--- config.mk ---
export PLATFORM = sky130hd
export DESIGN_NAME = multiword_add_sequencer
export DESIGN_NICKNAME = d
export VERILOG_FILES = /design/src/rtl/multiword_add_sequencer_pkg.sv /design/src/rtl/multiword_add_sequencer_rca.sv /design/src/rtl/multiword_add_sequencer.sv
export SDC_FILE = /design/constraint.sdc
export NUM_CORES = 1
export LEC_CHECK = 0
export ABC_AREA = 1
export CAP_MARGIN = 20
export CORE_MARGIN = 5
export CORE_UTILIZATION = 31
export CTS_CLUSTER_SIZE = 20
export DETAILED_ROUTE_END_ITERATION = 8
export PLACE_DENSITY = 0.6
export SYNTH_ARGS = -nofsm -noshare
export SYNTH_HDL_FRONTEND = slang
export SYNTH_HIERARCHICAL = 1
export SYNTH_SLANG_ARGS = --single-unit
--- constraint.sdc ---
create_clock -name clk -period 4.6 [get_ports clk]
set_clock_uncertainty 0.15 [all_clocks]
set_input_delay 0.92 -clock clk [delete_from_list [all_inputs] [get_ports clk]]
set_output_delay 0.92 -clock clk [all_outputs]
set_load 0.02 [all_outputs]
--- src/rtl/multiword_add_sequencer_pkg.sv ---
// Shared definitions for the slice-serial wide adder/subtractor.
package multiword_add_sequencer_pkg;

  // Sequencer control states: waiting for operands, stepping slices, holding a result.
  typedef enum logic [1:0] {
    IDLE = 2'd0,
    RUN  = 2'd1,
    DONE = 2'd2
  } seq_state_t;

  localparam int DEFAULT_WIDTH = 32;
  localparam int DEFAULT_SLICE = 4;

  // True when WIDTH splits into a whole, non-zero number of SLICE-bit pieces.
  function automatic bit slice_cfg_ok(input int width, input int slice);
    return (slice > 0) && (width >= slice) && ((width % slice) == 0);
  endfunction

endpackage

--- src/rtl/multiword_add_sequencer_rca.sv ---
// Plain ripple-carry adder used as the shared narrow slice datapath.
module ripple_carry_adder #(
  parameter int SIZE = 4
) (
  input  logic [SIZE-1:0] a,
  input  logic [SIZE-1:0] b,
  input  logic            cin,
  output logic [SIZE-1:0] sum,
  output logic            cout
);

  logic [SIZE:0] carry;

  assign carry[0] = cin;

  // One full adder per bit, carry rippling from bit 0 upward.
  for (genvar i = 0; i < SIZE; i++) begin : g_bit
    assign sum[i]       = a[i] ^ b[i] ^ carry[i];
    assign carry[i + 1] = (a[i] & b[i]) | (carry[i] & (a[i] ^ b[i]));
  end

  assign cout = carry[SIZE];

endmodule

--- src/rtl/multiword_add_sequencer.sv ---
// Wide add/subtract computed one SLICE-bit piece per cycle through a single
// narrow ripple-carry adder, LSB piece first, with the carry held between cycles.
module multiword_add_sequencer
  import multiword_add_sequencer_pkg::*;
#(
  parameter int WIDTH = DEFAULT_WIDTH,
  parameter int SLICE = DEFAULT_SLICE
) (
  input  logic             clk,
  input  logic             rst,
  input  logic             in_valid,
  output logic             in_ready,
  input  logic [WIDTH-1:0] in_a,
  input  logic [WIDTH-1:0] in_b,
  input  logic             in_cin,
  input  logic             in_sub,
  output logic             out_valid,
  input  logic             out_ready,
  output logic [WIDTH-1:0] out_sum,
  output logic             out_cout,
  output logic             out_ovf
);

  localparam int NSLICE = WIDTH / SLICE;
  localparam int IDXW   = (NSLICE > 1) ? $clog2(NSLICE) : 1;
  localparam logic [IDXW-1:0] LAST_IDX = IDXW'(NSLICE - 1);

  // Refuse to elaborate with a width that does not split into whole slices.
  if (!slice_cfg_ok(WIDTH, SLICE)) begin : g_cfg_check
    $error("multiword_add_sequencer: WIDTH must be a non-zero multiple of SLICE");
  end

  seq_state_t       state;
  seq_state_t       state_nxt;
  logic [IDXW-1:0]  idx;
  logic [WIDTH-1:0] opa;
  logic [WIDTH-1:0] opb;
  logic [WIDTH-1:0] sum_q;
  logic             carry;
  logic [SLICE-1:0] slice_sum;
  logic             slice_cout;
  logic             accept;
  logic             last_slice;
  logic             result_take;

  assign in_ready    = (state == IDLE);
  assign out_valid   = (state == DONE);
  assign accept      = in_valid && in_ready;
  assign result_take = out_valid && out_ready;
  assign last_slice  = (state == RUN) && (idx == LAST_IDX);
  assign out_sum     = sum_q;

  ripple_carry_adder #(
    .SIZE (SLICE)
  ) u_slice_adder (
    .a    (opa[SLICE-1:0]),
    .b    (opb[SLICE-1:0]),
    .cin  (carry),
    .sum  (slice_sum),
    .cout (slice_cout)
  );

  // State register; reset drops any operation in progress back to idle.
  always_ff @(posedge clk or posedge rst) begin
    if (rst) begin
      state <= IDLE;
    end else begin
      state <= state_nxt;
    end
  end

  // Next-state logic: accept only when idle, finish after the top slice, release on result handshake.
  always_comb begin
    state_nxt = state;
    case (state)
      IDLE: if (accept)      state_nxt = RUN;
      RUN:  if (last_slice)  state_nxt = DONE;
      DONE: if (result_take) state_nxt = IDLE;
      default:               state_nxt = IDLE;
    endcase
  end

  // Operand shift registers, carry, slice index and result registers.
  // Subtraction is folded into the add by inverting B and forcing the initial carry to 1.
  // The sum register fills from the top so the LSB slice ends up at bit 0 after NSLICE steps.
  always_ff @(posedge clk or posedge rst) begin
    if (rst) begin
      idx      <= '0;
      carry    <= 1'b0;
      opa      <= '0;
      opb      <= '0;
      sum_q    <= '0;
      out_cout <= 1'b0;
      out_ovf  <= 1'b0;
    end else if (accept) begin
      opa   <= in_a;
      opb   <= in_sub ? ~in_b : in_b;
      carry <= in_sub | in_cin;
      idx   <= '0;
    end else if (state == RUN) begin
      opa   <= opa >> SLICE;
      opb   <= opb >> SLICE;
      sum_q <= WIDTH'({slice_sum, sum_q} >> SLICE);
      carry <= slice_cout;
      idx   <= idx + IDXW'(1);
      if (last_slice) begin
        out_cout <= slice_cout;
        out_ovf  <= (opa[SLICE-1] == opb[SLICE-1]) && (slice_sum[SLICE-1] != opa[SLICE-1]);
      end
    end
  end

endmodule

**Yosys cells after proc, flatten, opt, wreduce, memory -nomap -nowiden**

Index checks and enable logic that the tools add are counted.

- Output and inout bits: 36
- Bits of input ports: 70
- Word-level logic and storage cells: 62
- Register bits: 104

- Mux-type cells: 13
- Reduce and logical (&&, ||, !) cells: 9
- Add/subtract/negate cells: 1
- Eq/ne operators: 8
- Bitwise logic cells: 23

Operators by type and width:

| cell | count |
|---|---|
| 32-bit 2-to-1 mux | 5 |
| 32-bit inverter | 1 |
| 1-bit AND | 8 |
| 1-bit bitwise XOR | 8 |
| 2-bit 2-to-1 mux | 3 |
| 3-bit 2-to-1 mux | 2 |
| 2-bit case mux with 3 select lines | 1 |
| 3-bit AND reduction | 2 |
| 1-bit bitwise OR | 5 |
| 1-bit logical AND | 4 |
| 2-bit by 1-bit inequality test with 1-bit output, second input constant | 2 |
| 3-bit by 1-bit adder with 3-bit output, second input constant | 1 |
| 3-bit equality test, second input constant | 1 |
| 2-bit by 1-bit equality test with 1-bit output, second input constant | 1 |
| 2-bit equality test, second input constant | 1 |
| 2-bit logical NOT | 1 |
| 1-bit 2-to-1 mux | 2 |
| 2-bit inequality test, second input constant | 1 |
| 2-bit AND reduction | 1 |
| 2-bit nonzero test | 1 |
| 1-bit equality test | 1 |
| 1-bit inequality test | 1 |
| 1-bit inverter | 1 |

**Depth between registers and ports, before layout**

Gate-level depths: netlist of run 1.

- Word-level depth: 11
- Mapped depth: 13
- Gate-level depth less buffers: 13

**Modules after synthesis**

Netlist of run 1, hierarchy kept.

Modules (own cells, without submodules):

| module | sequential area each (um2) | instances | cells each | area each (um2) |
|---|---|---|---|---|
| multiword_add_sequencer | 2,602.5 | 1 | 692 | 5,038.6 |
| ripple_carry_adder | 0.0 | 1 | 14 | 117.6 |

**Worst setup path after synthesis of run 1**

Ideal clock, no wire load.

- Kind: register to register
- From: register opa[0]
- To: register out_ovf
- Buffers on the path: 0
- Setup slack: 2.194 ns
- Data required time: 4.334 ns
- Data arrival time: 2.139 ns
- Clock period less this slack: 2.406 ns
- Stages on the path, launching flop included: 14
- Setup time: 0.116 ns
- Cell sequence: dfrtp_1 fa_1 inv_1 fa_1 inv_1 fa_1 inv_1 fa_1 inv_1 inv_1 nand3_1 nand2_1 nand2_1 nand2_1

- Cells in the longest elaborated chain, start to end: 10
- Elaborated cells on any way between the ends: 11
- Those cells by class: eq/ne: 1; bitwise: 9; reduce/logical: 1

RTL lines:

| item | line | text |
|---|---|---|
| start, declared | multiword_add_sequencer.sv:36 | `logic [WIDTH-1:0] opa;` |
| start signal, assigned | multiword_add_sequencer.sv:96 | `opa <= in_a;` |
| start signal, assigned | multiword_add_sequencer.sv:101 | `opa <= opa >> SLICE;` |
| 1-bit bitwise XOR | multiword_add_sequencer_rca.sv:19 | `assign carry[i + 1] = (a[i] & b[i]) \| (carry[i] & (a[i] ^ b[i]));` |
| 1-bit AND | multiword_add_sequencer_rca.sv:19 |  |
| 1-bit bitwise OR * | multiword_add_sequencer_rca.sv:19 |  |
| 1-bit AND * | multiword_add_sequencer_rca.sv:19 |  |
| 1-bit bitwise OR * | multiword_add_sequencer_rca.sv:19 |  |
| 1-bit AND * | multiword_add_sequencer_rca.sv:19 |  |
| 1-bit bitwise OR * | multiword_add_sequencer_rca.sv:19 |  |
| 1-bit bitwise XOR * | multiword_add_sequencer_rca.sv:18 | `assign sum[i] = a[i] ^ b[i] ^ carry[i];` |
| named net slice_sum[3] | multiword_add_sequencer.sv:40 | `logic [SLICE-1:0] slice_sum;` |
| 1-bit inequality test * | multiword_add_sequencer.sv:108 | `out_ovf <= (opa[SLICE-1] == opb[SLICE-1]) && (slice_sum[SLICE-1] != opa[SLICE-1]);` |
| 1-bit logical AND * | multiword_add_sequencer.sv:108 |  |
| end signal, assigned | multiword_add_sequencer.sv:108 |  |
| end, declared | multiword_add_sequencer.sv:21 | `output logic out_ovf` |

Mark *: on every way through the listed nets, which the timed path passes. The rest lies on a longest branch.
A chain may end at the register's enable or synchronous reset.

**Worst setup path in the final report of run 1**

- From: register state[1]
- To: output port out_valid

- Cells in the longest elaborated chain, start to end: 1

RTL lines:

| item | line | text |
|---|---|---|
| start, declared | multiword_add_sequencer.sv:33 | `seq_state_t state;` |
| start signal, assigned | multiword_add_sequencer.sv:68 | `state <= state_nxt;` |
| 2-bit equality test | multiword_add_sequencer.sv:47 | `assign out_valid = (state == DONE);` |
| end, declared | multiword_add_sequencer.sv:17 | `output logic out_valid,` |

No other way between the ends.

==> results of run 1 <==
[metrics by stage]
step	area [µm²]	util	hold WS (ns)	cells	setup WS (ns)
4_1_cts	6619	0.4020	0.3246	1013	1.586
6_report	6619	0.4020	0.3216	1013	1.616
3_5_place_dp	6345	0.3853	0.3083	999	1.458
5_1_grt	6619	0.4020	0.3481	1013	1.516
2_1_floorplan	5156	-	0.2959	706	0.7978
3_3_place_gp	6345	0.3853	0.3062	999	1.485
[sequential cells by signal, summed over array words and instances, names as in the netlist]
signal,cells
out_cout,1
opa,32
carry,1
opb,32
out_ovf,1
idx,3
state,2
out_sum,32
[power breakdown]
| part | switching [µW] | internal [µW] | total [µW] |
|---|---|---|---|
| Sequential | 249 | 1310 | 1550 |
| Combinational | 986 | 673 | 1660 |
| Clock | 317 | 406 | 723 |
| Total | 1550 | 2380 | 3940 |
[cell usage in the layout, fill, tap and decap left out, types with 3 or more instances in the layout]
cell type and count:
inv_1 45, clkbuf_8 3, nor2_1 3, xnor2_1 4, o21ai_1 4, clkdlybuf4s50_1 105, fa_1 4, buf_4 5
o21ai_0 11, dfrtp_1 104, inv_2 4, nand2_1 422, nand3_1 58, clkbuf_16 9
[layout make-up]
type | count | area (µm²) | share of cell area
Sequential cell | 104 | 2603 | 0.3932
Multi-Input combinational cell | 514 | 2168 | 0.3276
Timing Repair Buffer | 111 | 1109 | 0.1675
Tap cell | 220 | 275.3 | 0.04159
Clock buffer | 14 | 274.0 | 0.04140
Inverter | 50 | 190.2 | 0.02873
[how the worst max path moves through the flow]
stage	from	end	slack (ns)	depth (start not counted)
6_report	state[1]$_DFFE_PP0P_	out_valid	1.62	3
5_1_grt	state[1]$_DFFE_PP0P_	out_valid	1.52	3
4_1_cts	state[1]$_DFFE_PP0P_	out_valid	1.59	3
3_5_place_dp	in_valid	opa[4]$_DFFE_PP0P_	1.46	6
3_3_place_gp	in_valid	opa[1]$_DFFE_PP0P_	1.48	6
2_1_floorplan	rst	carry$_DFFE_PP0P_	0.80	1
[cells by family (layout without fill, tap and decap cells)]
kind of cell,after synthesis,count (layout),share of synthesized area
AOI/OAI and AO/OA,17,17,0.01771
xor gates and xnor gates,4,4,0.006794
adders and majority gates,6,6,0.02038
buffers and inverters,88,175,0.07620
DFF,104,104,0.5047
and+or+nand+nor,487,487,0.3742
[layer usage]
metal,up-vias,share of wire
met5,-,0
met4,0,0.015
met3,12,0.045
met2,92,0.45
met1,1983,0.49
li1,2297,-
[tightest hold or removal path, delay by kind of cell, from the launching register on]
kind          cells  cell delay [ns]
simple gates      2             0.10
flops             1             0.34
==> impl_metrics.tcl, run 1 <==
set metrics [dict create \
    post_cts_buffers 0 \
    synth_nets 782 \
    antenna_found_initial 0 \
    drv_cap 0 \
    cts_resized 0 \
    cts_root_buf "clkbuf_16" \
    antenna_cells 0 \
    status "finished clean" \
    crit_family "buffers and inverters" \
    synth_common_cells "nand2_1 (422), dfrtp_1 (104), nand3_1 (58), inv_1 (46), buf_2 (20)" \
    ios 106 \
    start_kind "flip-flop" \
    vias 4384 \
    cp.buffers_inverters 2 \
    fin_setup_tns_ns 0 \
    synth.distinct_cells 22 \
    synthCells 706 \
    firstDrtPassIters 4 \
    cts_tree "yes" \
    fp.dieArea_mm2 0.01931 \
    routed_wl_um 12140 \
    ir_drop_mv 0.2276 \
    r2r_cells 6 \
    max_clock_freq_mhz 335.1 \
    top_usage_layer "met2" \
    endpoint_kind "primary output" \
    synthTopCellsByArea "dfrtp_1 (50%), nand2_1 (31%), nand3_1 (5.6%)" \
    syn_area_mm2 0.005156 \
    portBuffers 105 \
    wl_per_cell_um 11.98 \
    fillers 1759 \
    drc 0 \
    cp.required_ns 3.53 \
    vias_per_cell 4.328 \
    grt_pass1_wl_um 20450 \
    grt_pass1_vias 4218 \
    power_uw 3937 \
    p_per_area_mw_per_mm2 594.8 \
    setup_violations 0 \
    clkLatencyLatePin_ns 0.34 \
    grt_max_degree 69 \
    rsz0062_at_grt "no" \
    use_met3 0.02655 \
    nNetsFinal 866 \
    layout-drive-gt1-share 0.03531 \
    yosysSeqAreaShare 0.5047 \
    holdBufCountCts 0 \
    critPathKind "flip-flop to primary output" \
    synth_most_common_cell "nand2_1" \
    drt-initial-drc-count 253 \
    crit_chain "inv_2 > nor2_1 > clkdlybuf4s50_1" \
    synth-edff-count 0 \
    hold_viol 0 \
    finalCritPeriodShare 0.6488 \
    drtAntennaViolNets 0 \
    syn_area_per_cell_um2 7.303 \
    reg2reg_setup_slack_ns 2.00 \
    core_area_mm2 0.01647 \
    cts.sinks 104 \
    drv_slew 0 \
    ys.flop_type "dfrtp_1" \
    grtUsageTotal 0.1275 \
    min_from "out_sum[3]$_DFFE_PP0P_" \
    die_w_um 139.0 \
    min_path_cells 2 \
    die_y_um 139.0 \
    area_growth_pct 28.37 \
    rows 47 \
    p_leak_uw 0.003470 \
    fin_crit_ns 2.984 \
    async_reset_ff_frac 1.000 \
    place.gp.congestion 0.7247 \
    synth_top_cell_by_area "dfrtp_1" \
    use_met1 0.1761 \
    crit_arrival_ns 1.91 \
    min_to "out_sum[3]$_DFFE_PP0P_" \
    grt_overflow 0 \
    critPathSlowestCell "clkdlybuf4s50_1" \
    relSlewSlack 0.3725 \
    clkTransAtPathRegs_ns 0.07 \
    grt_use_met2 0.2010 \
    synth_seq_cells 104 \
    synth_top_area_share 0.5047 \
    hold_class "flip-flop to flip-flop" \
    rr_startpoint "state[1]$_DFFE_PP0P_" \
    numCtsBuffers 9 \
    worstPathMaxFanout 32 \
    initial_core_util 0.3131 \
    clock_path_buffers 2 \
    r2r_end "carry$_DFFE_PP0P_" \
    ys_warn_count 6 \
    max_stage_delay_ns 0.62 \
    dp_hpwl_um 8035 \
    cts_htree_levels 3 \
    worst_slew_pin_slew_ns 0.9390 \
]
Note: power is estimated with default switching activity, not from simulation.
==> run 2: changes to the inputs <==
==> constraint.sdc (replaced) <==
create_clock -name clk -period 3 [get_ports clk]
set_clock_uncertainty 0.15 [all_clocks]
set_input_delay 0.6 -clock clk [delete_from_list [all_inputs] [get_ports clk]]
set_output_delay 0.6 -clock clk [all_outputs]
set_load 0.02 [all_outputs]
==> impl_metrics.tcl, run 2 (synthesis results as in run 1) <==
set metrics [dict create \
    top_layer "met4" \
    grtUsageTotal 0.1326 \
    drt-initial-drc-count 293 \
    worst_slew_pin_slew_ns 0.6080 \
    dp_hpwl_um 8019 \
    rows 47 \
    die_w_um 139.0 \
    nNetsFinal 867 \
    area_growth_pct 29.73 \
    p_leak_uw 0.003490 \
    worstPathMaxFanout 2 \
    rsz0062_at_grt "no" \
    min_from "out_sum[1]$_DFFE_PP0P_" \
    vias_per_cell 4.336 \
    clkTransAtPathRegs_ns 0.07 \
    core_area_mm2 0.01647 \
    cts_resized 0 \
    drc 0 \
    reg2reg_setup_slack_ns 0.50 \
    antenna_cells 0 \
    dr_wl_met2_um 5707 \
    relSlewSlack 0.5933 \
    ir_drop_mv 0.4397 \
    routed_wl_um 12320 \
    stdcell_area_mm2 0.006689 \
    rr_startpoint "opa[0]$_DFFE_PP0P_" \
    cts.sinks 104 \
    status "finished clean" \
    critPathKind "flip-flop to flip-flop" \
    hold_class "flip-flop to flip-flop" \
    fin_setup_tns_ns 0 \
    cts_tree "yes" \
    fin_crit_ns 2.503 \
    finalCritPeriodShare 0.8345 \
    drv_cap 0 \
    critical_path.startpoint "opa[0]$_DFFE_PP0P_" \
    dp_slack_ns 0.5005 \
    ios 106 \
    drtAntennaViolNets 0 \
    endpoint_kind "flip-flop" \
    die_y_um 139.0 \
    p_per_area_mw_per_mm2 929.4 \
    antenna_found_initial 0 \
    clock_path_buffers 2 \
    met3_wirelength_um 557 \
    hold_viol 0 \
    grt_max_degree 105 \
    cts_htree_levels 3 \
    portBuffers 105 \
    final_common_cell "nand2_1" \
    fillers 1741 \
    post_cts_buffers 0 \
    place_area_mm2 0.006391 \
    wl_met1_um 5951 \
    initial_core_util 0.3131 \
    grt_pass1_wl_um 21220 \
    setup_violations 0 \
    max_clock_freq_mhz 399.4 \
    fp.dieArea_mm2 0.01931 \
    numCtsBuffers 9 \
    worst_slack_ns 0.4965 \
    clkLatencyLatePin_ns 0.35 \
    mostFrequentLayoutCells "nand2_1 (422), clkdlybuf4s50_1 (105), dfrtp_1 (104), nand3_1 (58), inv_1 (45)" \
    grt_pass1_vias 4309 \
    grt_overflow 0 \
    cp.required_ns 3.09 \
    vias 4392 \
    start_kind "flip-flop" \
    holdBufCountCts 0 \
    layout-drive-gt1-share 0.03783 \
    drv_slew 0 \
    place.gp.congestion 0.7592 \
    crit_arrival_ns 2.59 \
    wl_per_cell_um 12.16 \
    firstDrtPassIters 4 \
    cts_root_buf "clkbuf_16" \
]
[run 2: layout make-up]
type                            instances  area [µm²]  share of cell area
Clock inverter                          4       72.57             0.01085
Clock buffer                            9       225.2             0.03367
Timing Repair Buffer                  112        1154              0.1725
Inverter                               50       191.4             0.02862
Multi-Input combinational cell        514        2168              0.3242
Tap cell                              220       275.3             0.04115
Sequential cell                       104        2603              0.3891
[run 2: routing by layer]
metal / global-route usage / vias up
li1: - / 2294
met1: 0.1806 / 1996
met2: 0.2115 / 92
met3: 0.04138 / 10
met4: 0.02369 / 0
met5: 0 / -
[run 2: final timing paths]
kind	to	cells past startpoint
max in group asynchronous	opa[18]$_DFFE_PP0P_	3
setup reg to reg	out_ovf$_DFFE_PP0P_	13
hold reg to reg	out_sum[1]$_DFFE_PP0P_	2
hold / removal	out_sum[1]$_DFFE_PP0P_	2
setup / recovery	out_ovf$_DFFE_PP0P_	13
min in group asynchronous	out_sum[4]$_DFFE_PP0P_	3
[run 2: power by group]
part           switching, µW  leakage, µW  internal, µW
Sequential               361      0.00133          2000
Combinational           1550      0.00202          1080
Clock                    508     0.000143           716
[run 2: critical path, stage by stage (launching register included)]
cell     delay [ns]
dfrtp_1        0.40
fa_1           0.41
inv_1          0.07
fa_1           0.16
inv_1          0.05
fa_1           0.35
inv_1          0.07
fa_1           0.40
inv_1          0.08
inv_1          0.05
nand3_1        0.06
nand2_1        0.05
nand2_1        0.05
nand2_1        0.05
[run 2: metrics by stage]
stage	util	total power [µW]	hold slack, ns	cells
2_1_floorplan	-	4132	0.2959	706
3_3_place_gp	0.3881	5010	0.3028	1000
3_5_place_dp	0.3881	5066	0.3084	1000
4_1_cts	0.4062	6323	0.3256	1013
5_1_grt	0.4062	6800	0.3512	1013
6_report	0.4062	6217	0.3213	1013
